File: src/rtl/tlul_sram_mem.sv
// tlul_pkg: minimal TL-UL channel types shared by this device and its bench.
// tlul_sram_mem: TL-UL device in front of a single-port, 1-cycle-latency SRAM macro.
//   Checks every A request for protocol errors, issues legal ones to the SRAM in the
//   accept cycle, and returns D beats in order from an Outstanding-deep response queue.
//   Ports:
//     clk_i, rst_i            clock, asynchronous active-high reset
//     tl_i / tl_o             TL-UL host->device (A + d_ready) / device->host (D + a_ready)
//     lock_i                  1: Put* requests return an error
//     fetch_en_i              0: Get requests return an error
//     err_clr_i, err_cnt_o    synchronous clear / saturating count of errored requests
//     sram_*                  SRAM macro interface (rdata valid the cycle after a read)

package tlul_pkg;

  localparam logic [2:0] PutFullData    = 3'd0;
  localparam logic [2:0] PutPartialData = 3'd1;
  localparam logic [2:0] Get            = 3'd4;
  localparam logic [2:0] AccessAck      = 3'd0;
  localparam logic [2:0] AccessAckData  = 3'd1;

  typedef struct packed {
    logic        a_valid;
    logic [2:0]  a_opcode;
    logic [2:0]  a_param;
    logic [1:0]  a_size;
    logic [7:0]  a_source;
    logic [31:0] a_address;
    logic [3:0]  a_mask;
    logic [31:0] a_data;
    logic        d_ready;
  } tl_h2d_t;

  typedef struct packed {
    logic        d_valid;
    logic [2:0]  d_opcode;
    logic [2:0]  d_param;
    logic [1:0]  d_size;
    logic [7:0]  d_source;
    logic        d_sink;
    logic [31:0] d_data;
    logic        d_error;
    logic        a_ready;
  } tl_d2h_t;

endpackage

module tlul_sram_mem
  import tlul_pkg::*;
#(
  parameter int unsigned SramAw      = 12,
  parameter int unsigned Outstanding = 2,
  parameter int unsigned ReadOnly    = 0,
  parameter int unsigned ErrCntW     = 8
) (
  input  logic               clk_i,
  input  logic               rst_i,
  input  tl_h2d_t            tl_i,
  output tl_d2h_t            tl_o,
  input  logic               lock_i,
  input  logic               fetch_en_i,
  input  logic               err_clr_i,
  output logic [ErrCntW-1:0] err_cnt_o,
  output logic               sram_req_o,
  output logic               sram_we_o,
  output logic [SramAw-1:0]  sram_addr_o,
  output logic [31:0]        sram_wdata_o,
  output logic [31:0]        sram_wmask_o,
  input  logic [31:0]        sram_rdata_i
);

  localparam int unsigned PtrW = (Outstanding > 1) ? $clog2(Outstanding) : 1;
  localparam int unsigned CntW = $clog2(Outstanding + 1);

  // Response queue storage
  logic [2:0]  r_op   [Outstanding];
  logic [7:0]  r_src  [Outstanding];
  logic [1:0]  r_size [Outstanding];
  logic        r_err  [Outstanding];
  logic [31:0] r_data [Outstanding];

  logic [PtrW-1:0]    r_wptr, r_rptr, r_rd_ptr;
  logic [CntW-1:0]    r_cnt;
  logic               r_rd_pend;
  logic [ErrCntW-1:0] r_err_cnt;

  logic       w_a_ready, w_acc, w_pop, w_d_valid;
  logic       w_is_get, w_is_put, w_misalign, w_err, w_legal;
  logic [3:0] w_lanes;
  logic [31:0] w_head_data;

  function automatic logic [PtrW-1:0] ptr_inc(input logic [PtrW-1:0] p);
    return (p == PtrW'(Outstanding - 1)) ? '0 : p + 1'b1;
  endfunction

  // a_ready depends only on registered occupancy (and reset), never on d_ready.
  assign w_a_ready = !rst_i && (r_cnt < CntW'(Outstanding));
  assign w_acc     = tl_i.a_valid && w_a_ready;
  assign w_d_valid = (r_cnt != '0);
  assign w_pop     = w_d_valid && tl_i.d_ready;

  assign w_is_get = (tl_i.a_opcode == Get);
  assign w_is_put = (tl_i.a_opcode == PutFullData) || (tl_i.a_opcode == PutPartialData);

  // Byte lanes covered by the sized, aligned access.
  always_comb begin
    w_lanes    = 4'b0000;
    w_misalign = 1'b0;
    case (tl_i.a_size)
      2'd0: w_lanes = 4'b0001 << tl_i.a_address[1:0];
      2'd1: begin
        w_lanes    = 4'b0011 << {tl_i.a_address[1], 1'b0};
        w_misalign = tl_i.a_address[0];
      end
      2'd2: begin
        w_lanes    = 4'b1111;
        w_misalign = |tl_i.a_address[1:0];
      end
      default: w_lanes = 4'b0000;
    endcase
  end

  always_comb begin
    w_err = 1'b0;
    if (!(w_is_get || w_is_put))                                   w_err = 1'b1;
    if (tl_i.a_size > 2'd2)                                         w_err = 1'b1;
    if (w_misalign)                                                 w_err = 1'b1;
    if (|(tl_i.a_mask & ~w_lanes))                                  w_err = 1'b1;
    if ((tl_i.a_opcode == PutFullData) && (tl_i.a_mask != w_lanes)) w_err = 1'b1;
    if (w_is_put && ((ReadOnly != 0) || lock_i))                    w_err = 1'b1;
    if (w_is_get && !fetch_en_i)                                    w_err = 1'b1;
  end

  assign w_legal = w_acc && !w_err;

  assign sram_req_o   = w_legal;
  assign sram_we_o    = w_legal && w_is_put;
  assign sram_addr_o  = tl_i.a_address[SramAw+1:2];
  assign sram_wdata_o = tl_i.a_data;
  assign sram_wmask_o = {{8{tl_i.a_mask[3]}}, {8{tl_i.a_mask[2]}},
                         {8{tl_i.a_mask[1]}}, {8{tl_i.a_mask[0]}}};

  always_ff @(posedge clk_i or posedge rst_i) begin
    if (rst_i) begin
      r_wptr    <= '0;
      r_rptr    <= '0;
      r_cnt     <= '0;
      r_rd_pend <= 1'b0;
      r_rd_ptr  <= '0;
      for (int i = 0; i < int'(Outstanding); i++) begin
        r_op[i]   <= '0;
        r_src[i]  <= '0;
        r_size[i] <= '0;
        r_err[i]  <= 1'b0;
        r_data[i] <= '0;
      end
    end else begin
      if (w_acc) begin
        r_op[r_wptr]   <= w_is_get ? AccessAckData : AccessAck;
        r_src[r_wptr]  <= tl_i.a_source;
        r_size[r_wptr] <= tl_i.a_size;
        r_err[r_wptr]  <= w_err;
        r_data[r_wptr] <= '0;
        r_wptr         <= ptr_inc(r_wptr);
      end
      // Read data arrives one cycle after the request; park it in its entry.
      if (r_rd_pend) r_data[r_rd_ptr] <= sram_rdata_i;
      r_rd_pend <= w_legal && w_is_get;
      r_rd_ptr  <= r_wptr;
      if (w_pop) r_rptr <= ptr_inc(r_rptr);
      case ({w_acc, w_pop})
        2'b10:   r_cnt <= r_cnt + 1'b1;
        2'b01:   r_cnt <= r_cnt - 1'b1;
        default: r_cnt <= r_cnt;
      endcase
    end
  end

  always_ff @(posedge clk_i or posedge rst_i) begin
    if (rst_i) begin
      r_err_cnt <= '0;
    end else if (err_clr_i) begin
      r_err_cnt <= '0;
    end else if (w_acc && w_err && (r_err_cnt != {ErrCntW{1'b1}})) begin
      r_err_cnt <= r_err_cnt + 1'b1;
    end
  end

  assign err_cnt_o = r_err_cnt;

  // A read at the head in its first response cycle takes data straight from the SRAM.
  assign w_head_data = (r_rd_pend && (r_rd_ptr == r_rptr)) ? sram_rdata_i : r_data[r_rptr];

  always_comb begin
    tl_o         = '0;
    tl_o.a_ready = w_a_ready;
    tl_o.d_valid = w_d_valid;
    if (w_d_valid) begin
      tl_o.d_opcode = r_op[r_rptr];
      tl_o.d_size   = r_size[r_rptr];
      tl_o.d_source = r_src[r_rptr];
      tl_o.d_error  = r_err[r_rptr];
      tl_o.d_data   = w_head_data;
    end
  end

  logic w_unused;
  assign w_unused = ^{tl_i.a_param, tl_i.a_address};

endmodule

File: config.mk
export PLATFORM = sky130hd
export DESIGN_NAME = tlul_sram_mem
export DESIGN_NICKNAME = d
export VERILOG_FILES = /design/src/rtl/tlul_sram_mem.sv
export SDC_FILE = /design/constraint.sdc
export NUM_CORES = 1
export LEC_CHECK = 0
export ABC_AREA = 1
export CAP_MARGIN = 5
export CORE_ASPECT_RATIO = 2
export CORE_MARGIN = 4
export CORE_UTILIZATION = 46
export CTS_CLUSTER_DIAMETER = 30
export DETAILED_ROUTE_END_ITERATION = 8
export GPL_TIMING_DRIVEN = 0
export PLACE_DENSITY = 0.94
export SETUP_SLACK_MARGIN = 0.1
export SYNTH_ARGS = -nofsm -noshare
export SYNTH_HDL_FRONTEND = slang
export SYNTH_SLANG_ARGS = --single-unit
File: constraint.sdc
create_clock -name clk_i -period 6.5 [get_ports clk_i]
set_input_delay 0.975 -clock clk_i [delete_from_list [all_inputs] [get_ports clk_i]]
set_output_delay 0.975 -clock clk_i [all_outputs]
set_load 0.02 [all_outputs]
==> PnR_summary.wiki <==
{| class="wikitable"
! Metric !! Value
|-
| Startpoint of the most critical register-to-register path || r_cnt[1]
|-
| Net count, final || about 1.1k
|-
| Max-Cap Viols || 0
|-
| Cell chosen for the clock root || clkbuf_16
|-
| Skew-Pair Late Insertion Delay || between 0.3 and 0.4 ns
|-
| Count of antenna-violating nets left after detailed routing || 0
|-
| Estimated wirelength of the detail-placed design || 13500 µm
|-
| Crit path arrival time || just under 4 ns
|-
| Hold Violations, Final || 0
|-
| Peak Freq || 0.206 GHz
|-
| Register share of total power || roughly a third
|-
| Top-area cell type share of the netlist area || a little over two fifths
|-
| Leak Pwr || between 3 and 4 nW
|-
| Total Die Area || 14900 µm²
|-
| Syn avg cell area || about 7.9 µm²
|-
| Status || finished clean
|-
| Via total after detailed routing || 6078
|-
| Detail-routed net length per standard cell || approximately 16 µm
|-
| Core ar. || 12600 µm²
|-
| Library cell contributing the largest single delay on the critical path || clkdlybuf4s50_1
|-
| Post-route minimum period || slightly below 5 ns
|-
| Startpoint-to-endpoint class of the critical path || in -> out
|-
| Critical path endpoint category || output pin
|-
| Number of flops mapped to enable cells by yosys || 0
|-
| Overall global routing resource usage || 24.7%
|-
| Number of remaining DRC errors || 0
|-
| Req. time, crit path || roughly 5.5 ns
|-
| Clock group share of total power || between 20% and 30%
|-
| Synthesized area || 5930 µm²
|-
| CP bufs+invs || 5
|-
| Min-Delay Path Depth || 0
|-
| Top cell types by occurrence after synthesis || nand2_1 (152), dfrtp_1 (102), o21ai_0 (87)
|-
| Post-synthesis cell type with the largest combined area || dfrtp_1
|-
| Capture endpoint of the worst hold path || r_rd_ptr
|-
| Layout cells sized above 1 || 13.5%
|-
| Post-synthesis instance total || 754
|-
| Commonest register cell after synthesis || dfrtp_1
|-
| Min-Delay Startpoint || r_wptr
|-
| Number of optimization iterations in the first detailed-route pass || 7
|-
| Cts-stage hold buffer count || 0
|-
| Kind of cell adding the most delay to the critical path || buffers and inverters
|-
| Clock-pin slew on the worst setup and hold paths || about 0.060 ns
|-
| Worst-path maximum fanout || 10
|-
| Actual transition at the worst max-transition pin || around 0.54 ns
|-
| Most common cell in the netlist || nand2_1
|-
| Worst hold path type || reg -> reg
|-
| Period utilisation layout || 74.7%
|-
| Internal power consumption || approximately 1.7 mW
|-
| Average vias per placed instance || between 5 and 6
|-
| Post-cts resize count || 0
|-
| Count of buffers from port buffering || around 190
|-
| Setup Buffers After CTS || 0
|-
| Area contributors post-synth || dfrtp_1 (43%), buf_4 (11%), nand2_1 (9.6%)
|-
| Total wire length || ~18000 µm
|-
| Cts bufs inserted || 9
|-
| Combinational fraction of design power || between 40 and 50%
|-
| Signed area change from the synthesized netlist to the final layout || 41.5%
|-
| Fin Clk Skew || roughly 0.015 ns
|-
| Number of levels in the clock H-tree || 3
|-
| Maximum number of pins on one net before global-route repair || approximately 70
|-
| Number of setup violations in the final report || 0
|-
| Antenna violations before repair || 0
|-
| Setup_tns || 0 ns
|-
| Yosys Warn Count || 0
|-
| Die height || 169 µm
|-
| TritonCTS clock tree || done
|-
| Worst reg2reg setup slack || just under 5 ns
|-
| Worst slack at placement || about 1.6 ns
|-
| Kind of start point of the critical path || input pin
|-
| Setup slack of the critical path after layout || 1.65 ns
|-
| Wire length of the first global-routing pass || 29500 µm
|-
| Clock tree buffer depth || 2
|-
| Starting DRT DRC Count || around 570
|-
| Net switching component of the power || approximately 1.1 mW
|-
| Antenna fix cells || 0
|-
| Sequential area share after synthesis || a little over two fifths
|-
| Horizontal die dimension || about 90 µm
|-
| Unrepaired setup endpoints after global routing || false
|-
| Number of distinct standard cells referenced by the synthesized netlist || 29
|-
| Number of max-slew violations in the final report || 0
|-
| Number of non-filler instances in the completed layout || about 1.1k
|-
| Worst slew margin relative to its limit || 63.8%
|-
| Worst-path cell chain || clkdlybuf4s50_1, inv_1, ha_1, inv_1, o31ai_1, nand2_1, ha_1, nand3_1, o21ai_0, nand3_1, buf_4, nor2_1, clkdlybuf4s50_1
|-
| Num Clock Sinks || between 100 and 150
|-
| Initial Utilization || a little under half
|-
| Depth of the most critical reg-to-reg path || 6
|-
| Via count of the first global-routing pass || between 6k and 7k
|-
| Total global routing overflow || 0
|-
| Endpoint of the lowest-slack register-to-register path || r_cnt[1]
|-
| Final RePlAce weighted congestion || 0.896
|-
| Slowest Stage Delay on Critical Path || between 0.6 and 0.7 ns
|-
| Number of ports placed on the die boundary || 261
|-
| Instance count after placement with tap cells included || around 1.1k
|-
| Ratio of total power to cell area || 331 nW/µm²
|-
| Maximum vdd drop || 217 µV
|-
| Async SR Flop Fraction || 100%
|-
| Std cell rows || between 50 and 60
|-
| Switching part of the total power || between 30% and 40%
|-
| Synth Register Bits || ~100
|}
==> per-stage QoR <==
stage	hold slack [ns]	power, mW	instance area [µm²]	utilization [%]
after floorplan	0.412	1.64	5950	-
after detailed placement	0.436	2.15	8060	63.8
after global routing	0.474	2.93	8390	66.4
final	0.451	2.77	8390	66.4
after CTS	0.453	2.76	8390	66.4
after global placement	0.434	2.11	8030	63.6
==> power by group through the flow <==
stage,combinational [mW],sequential [mW],clock (mW)
6_report,1.24,0.932,0.600
5_1_grt,1.35,0.949,0.631
4_1_cts,1.24,0.926,0.601
3_5_place_dp,1.22,0.934,0
3_3_place_gp,1.19,0.922,0
2_1_floorplan,0.727,0.909,0
==> cells by family (layout without fill, tap and decap cells) <==
family                     Yosys count  count (layout)  share of synthesized area [%]
and+or+nand+nor                    263             263                           19.3
buffers and inverters              195             401                           18.6
AOI/OAI and AO/OA                  176             176                           15.8
DFF                                102             102                           43.1
adders and majority gates           11              11                           2.32
xor gates and xnor gates             6               6                          0.886
other                                1               6                         0.0633
==> metal layers <==
| layer | GRT usage (%) | share of wire (%) |
|---|---|---|
| met1 | 25.9 | 33 |
| met2 | 45.3 | 55 |
| met3 | 4.14 | 7.6 |
| met4 | 13.0 | 4.3 |
| met5 | 0 | 0 |
==> worst max-delay path by stage <==
stage | start | to | depth (start not counted)
finish | tl_i[78] | sram_req_o | 13
global route | tl_i[78] | sram_req_o | 13
CTS | tl_i[77] | sram_req_o | 13
detailed placement | tl_i[77] | sram_req_o | 13
global placement | rst_i | r_data[16] | 2
floorplan | tl_i[77] | sram_we_o | 10
==> area by class of cell <==
class	instances	area [µm²]
well taps	150	188
inverters	66	250
flip-flops and latches	102	2550
multi-input cells	462	2290
clock buffers	9	225
plain buffers	129	857
clock inverters	7	104
fillers	999	4240
repair buffers	190	1920
==> sequential cells by signal, indices dropped and copies added (netlist names) <==
register and cells:
r_err 2, r_size 4, r_wptr 1, err_cnt_o 8
r_cnt 2, r_rptr 1, r_op 2, r_rd_pend 1
r_data 64, r_src 16, r_rd_ptr 1
==> cell usage in the layout, fill, tap and decap left out, types with 2 or more instances in the layout <==
cell type / count
dfrtp_1: 102
nand3_1: 81
a21oi_1: 18
xor2_1: 2
inv_8: 2
clkbuf_16: 9
ha_1: 11
clkbuf_1: 24
o21ai_0: 87
buf_2: 13
nand2_1: 152
conb_1: 6
bufinv_16: 2
buf_4: 85
clkdlybuf4s50_1: 189
buf_6: 5
nand4_1: 7
o21ai_1: 37
inv_1: 63
xnor2_1: 4
inv_2: 2
a31oi_1: 32
nor2_1: 16
buf_1: 2
Note: power is estimated with default switching activity, not from simulation.
